===== config.mk =====
export PLATFORM = sky130hd
export DESIGN_NAME = alu_ctrl
export DESIGN_NICKNAME = d
export VERILOG_FILES = /design/src/rtl/alu_ctrl_pkg.sv /design/src/rtl/alu_ctrl.sv
export SDC_FILE = /design/constraint.sdc
export NUM_CORES = 1
export LEC_CHECK = 0
export CAP_MARGIN = 0
export CELL_PAD_IN_SITES_DETAIL_PLACEMENT = 0
export CELL_PAD_IN_SITES_GLOBAL_PLACEMENT = 1
export CORE_MARGIN = 8
export CORE_UTILIZATION = 31
export CTS_BUF_LIST = sky130_fd_sc_hd__clkbuf_8
export CTS_CLUSTER_DIAMETER = 40
export DETAILED_ROUTE_END_ITERATION = 8
export GPL_TIMING_DRIVEN = 0
export PLACE_DENSITY = 0.84
export SLEW_MARGIN = 20
export SYNTH_ARGS = -nofsm -noshare
export SYNTH_HDL_FRONTEND = slang
export SYNTH_SLANG_ARGS = --single-unit
export TNS_END_PERCENT = 100

===== constraint.sdc =====
create_clock -name clk -period 3.4 [get_ports clk]
set_clock_uncertainty 0.05 [all_clocks]
set_input_delay 0.85 -clock clk [delete_from_list [all_inputs] [get_ports clk]]
set_output_delay 0.85 -clock clk [all_outputs]
set_load 0.1 [all_outputs]

===== src/rtl/alu_ctrl_pkg.sv =====
// rtl/alu_ctrl_pkg.sv - shared width default, opcode and FSM state types for alu_ctrl.
package alu_ctrl_pkg;

  localparam int N_DEFAULT = 8;

  typedef enum logic [1:0] {
    OP_NOP  = 2'b00,
    OP_LOAD = 2'b01,
    OP_ADD  = 2'b10,
    OP_MUL  = 2'b11
  } opcode_t;

  typedef enum logic [1:0] {
    ST_IDLE = 2'd0,
    ST_EXEC = 2'd1,
    ST_DONE = 2'd2
  } state_t;

endpackage


===== src/rtl/alu_ctrl.sv =====
// rtl/alu_ctrl.sv - sequences an external accumulator ALU through LOAD/ADD/MUL with repeat count.
module alu_ctrl
  import alu_ctrl_pkg::*;
#(
  parameter int n = N_DEFAULT
) (
  input  logic         clk,
  input  logic         nReset,
  input  logic         InstrValid,
  output logic         InstrReady,
  input  logic [1:0]   Opcode,
  input  logic [n-1:0] Operand,
  input  logic [3:0]   Rep,
  input  logic [n-1:0] AluResult,
  output logic [n-1:0] DataA,
  output logic [n-1:0] DataB,
  output logic         WriteEn,
  output logic         UseMul,
  output logic         ResultValid,
  input  logic         ResultReady,
  output logic [n-1:0] ResultData,
  output logic         Busy
);

  state_t         state, state_nxt;
  opcode_t        op_q;
  logic [n-1:0]   operand_q;
  logic [3:0]     cnt, cnt_nxt;
  logic           capture;

  always_ff @(posedge clk or negedge nReset) begin
    if (!nReset) begin
      state     <= ST_IDLE;
      cnt       <= '0;
      op_q      <= OP_NOP;
      operand_q <= '0;
    end else begin
      state <= state_nxt;
      cnt   <= cnt_nxt;
      if (capture) begin
        op_q      <= opcode_t'(Opcode);
        operand_q <= Operand;
      end
    end
  end

  // Outputs decode purely from state so reset removes WriteEn without waiting for a clock.
  always_comb begin
    state_nxt   = state;
    cnt_nxt     = cnt;
    capture     = 1'b0;
    InstrReady  = 1'b0;
    WriteEn     = 1'b0;
    UseMul      = 1'b0;
    DataA       = AluResult;
    DataB       = '0;
    ResultValid = 1'b0;
    Busy        = 1'b0;
    case (state)
      ST_IDLE: begin
        InstrReady = 1'b1;
        if (InstrValid) begin
          capture   = 1'b1;
          cnt_nxt   = Rep;
          state_nxt = (opcode_t'(Opcode) == OP_NOP) ? ST_DONE : ST_EXEC;
        end
      end
      ST_EXEC: begin
        Busy    = 1'b1;
        WriteEn = 1'b1;
        DataB   = operand_q;
        UseMul  = (op_q == OP_MUL);
        if (op_q == OP_LOAD) DataA = '0;
        // Counter stops at zero on the final write edge, so Rep=15 never wraps.
        if (cnt == 4'd0) state_nxt = ST_DONE;
        else             cnt_nxt   = cnt - 4'd1;
      end
      ST_DONE: begin
        Busy        = 1'b1;
        ResultValid = 1'b1;
        if (ResultReady) state_nxt = ST_IDLE;
      end
      default: state_nxt = ST_IDLE;
    endcase
  end

  assign ResultData = AluResult;

endmodule


==> run_results.csv <==
group,metric,value,unit
worst_setup_path,timing.rr.start,"cnt[0]$_DFFE_PN0P_",
synthesis,synth_common_cells,"and2_1, dfrtp_1, mux2_2, buf_4",
routing,via_per_inst,4.558,
synthesis,ys.flop_type,"dfrtp_1",
synthesis,netlist_area,0.001010,mm^2
cts,cts_tree,"built",
synthesis,synth_edf_count,0,
routing,drt_iter0_drc,22,
cells_and_area,area_growth,62.21,%
routing,wl_met1,1.217,mm
global_routing,antenna_found_initial,0,
cts,postCtsSetupBuffers,0,
cells_and_area,fillers,317,
place,hpwl,2.332,mm
worst_setup_path,arrival,2.34,ns
routing,wl,2.808,mm
routing,ant_nets,0,
synthesis,synth.area.top_cells,"dfrtp_1, mux2_2, and2_1",
worst_setup_path,reg2regPathDepth,5,
cts,cts_hold_buffers,0,
floorplan,start_util,32.80,%
routing,drc,0,
place,port_buffers,54,
worst_hold_path,hold_end,"operand_q[2]$_DFFE_PN0P_",
routing,vias,907,
place,dpl_cell_area,0.001608,mm^2
routing,wl_met3,368,um
synthesis,yosys_register_bits,16,
floorplan,std_cell_rows,20,
floorplan,coreArea,0.003078,mm^2
synthesis,async_flop_share,100.0,%
routing,wl_met2,1.192,mm
cts,cts_resized,41,
worst_setup_path,r2r-end,"state[1]$_DFFE_PN0P_",
cells_and_area,fin_area,0.001638,mm^2
global_routing,grt_usage,11.12,%
routing,post_drt_wl_per_cell,14.11,um
worst_setup_path,critPathRequiredTime,2.50,ns
worst_setup_path,r2r_slack,1.70,ns
worst_setup_path,crit_fanout,10,
cts,cts.sinks,16,
sta,slew_viol_final,0,
cts,cts_root_buffer,"clkbuf_8",
global_routing,grt_pass1_vias,989,
worst_setup_path,start_kind,"flop",
worst_hold_path,hold_depth,1,
synthesis,ys_warn_count,0,
sta,worst_pin_slew,0.9864,ns
worst_hold_path,worstHoldPathType,"reg2reg",
synthesis,synth.net_count,128,
sta,slew_headroom,34.03,%
worst_hold_path,hold_start,"operand_q[2]$_DFFE_PN0P_",
floorplan,die_height,73.07,um
global_routing,grt_pass1_wl,4.678,mm
sta,max_freq,308.6,MHz
cells_and_area,fin_nets,187,
job,cap_violations,0,
cells_and_area,drive_gt1_share,23.23,%
cts,htreeDepth,1,
synthesis,yosys.area.top_type,"dfrtp_1",
routing,firstDrtPassIters,4,
synthesis,synth_cell_types,29,
routing,routed.top_layer,"met4",
floorplan,die_width,73.07,um
worst_setup_path,crit_path_end_kind,"primary output",
sta,hold_violations,0,
cts,cts_made_buffers,3,
run_status,status,"complete, no violations",
global_routing,grt_max_degree,17,
cts,insertion_delay,0.25,ns
sta,finalCriticalPeriod,3.240,ns
place,place_congestion,0.7853,
synthesis,syn_inst,98,
floorplan,dieArea,0.005339,mm^2
sta,rsz0062_at_grt,"false",
cells_and_area,diodes,0,
sta,setup_viol,0,
synthesis,yosysSeqAreaShare,39.65,%
cts,path_clk_slew,0.06,ns
global_routing,grt_overflow,0,
synthesis,netlist.area_leader.share,39.65,%
sta,period_share,95.30,%
cts,cts.path.max_buffers,2,
floorplan,ios,55,
synthesis,avgSynthCellArea,10.30,um^2
worst_setup_path,path_class,"reg2out",
logic make-up after synthesis:
kind of cell | after synthesis | share of synthesized area, %
AND/OR/NAND/NOR | 36 | 21.31
adder cells (fa/ha/maj) | 4 | 4.957
flip-flops | 16 | 39.65
AO/OA/AOI/OAI | 10 | 8.303
buffers and inverters | 17 | 9.540
multiplexers | 15 | 16.23
final cells by class:
cell class | count | area [um^2] | share of cell area (%)
Timing Repair Buffer | 54 | 529.3 | 32.31
Inverter | 6 | 22.52 | 1.375
Clock buffer | 3 | 41.29 | 2.521
Buffer | 11 | 73.82 | 4.507
Sequential cell | 16 | 400.4 | 24.45
Tap cell | 44 | 55.05 | 3.361
Multi-Input combinational cell | 65 | 515.5 | 31.47
placed cells by master, fill, tap and decap left out, types with 3 or more instances in the layout:
cell type,Yosys,layout
clkdlybuf4s50_1,0,29
dlygate4sd2_1,0,17
and2_1,16,16
dfrtp_1,16,16
mux2_2,11,11
buf_4,8,8
clkdlybuf4s15_2,0,8
inv_1,6,6
nand2_1,6,6
mux2i_1,4,4
o21ai_0,3,3
ha_1,4,3
clkbuf_8,0,3
through the flow:
step / setup TNS (ns) / hold WS (ns) / worst slack, ns / utilization [%] / instances
after floorplan: 0 / 0.4206 / 0.1827 / - / 98
after global placement: -2.220 / 0.4309 / -0.1465 / 52.24 / 196
after detailed placement: -2.219 / 0.4403 / -0.1269 / 52.24 / 196
after CTS: 0 / 0.4548 / 0.1260 / 53.21 / 199
after global routing: 0 / 0.4699 / 0.005046 / 53.21 / 199
final: 0 / 0.4484 / 0.1600 / 53.21 / 199
routing by layer:
| metal | global-route usage, % | up-vias |
|---|---|---|
| met5 | 0 | - |
| met4 | 4.000 | 0 |
| met3 | 5.632 | 4 |
| met2 | 18.27 | 53 |
| met1 | 11.93 | 409 |
| li1 | - | 441 |
how the worst max path moves through the flow:
stage / from / endpoint / slack [ns] / cells past startpoint
floorplan: state[1]$_DFFE_PN0P_ / DataB[5] / 0.18 / 5
global placement: state[1]$_DFFE_PN0P_ / DataB[6] / -0.15 / 6
detailed placement: state[1]$_DFFE_PN0P_ / DataB[4] / -0.13 / 6
CTS: state[1]$_DFFE_PN0P_ / DataA[7] / 0.13 / 6
global route: state[1]$_DFFE_PN0P_ / DataA[0] / 0.005 / 6
finish: state[1]$_DFFE_PN0P_ / DataA[7] / 0.16 / 6
worst max-delay path: stages (launching register included):
cell and delay [ns]:
dfrtp_1 0.34, inv_1 0.07, ha_2 0.23, buf_2 0.19
nand3b_1 0.22, and2_1 0.16, dlygate4sd2_1 0.87
registers in the layout, summed over array words and instances (netlist names):
register,flops
operand_q,8
state,2
op_q,2
cnt,4
Power is left out: the tool's default activity adds up to more than one toggle a clock period on the data nets, which glitch-free logic cannot reach.
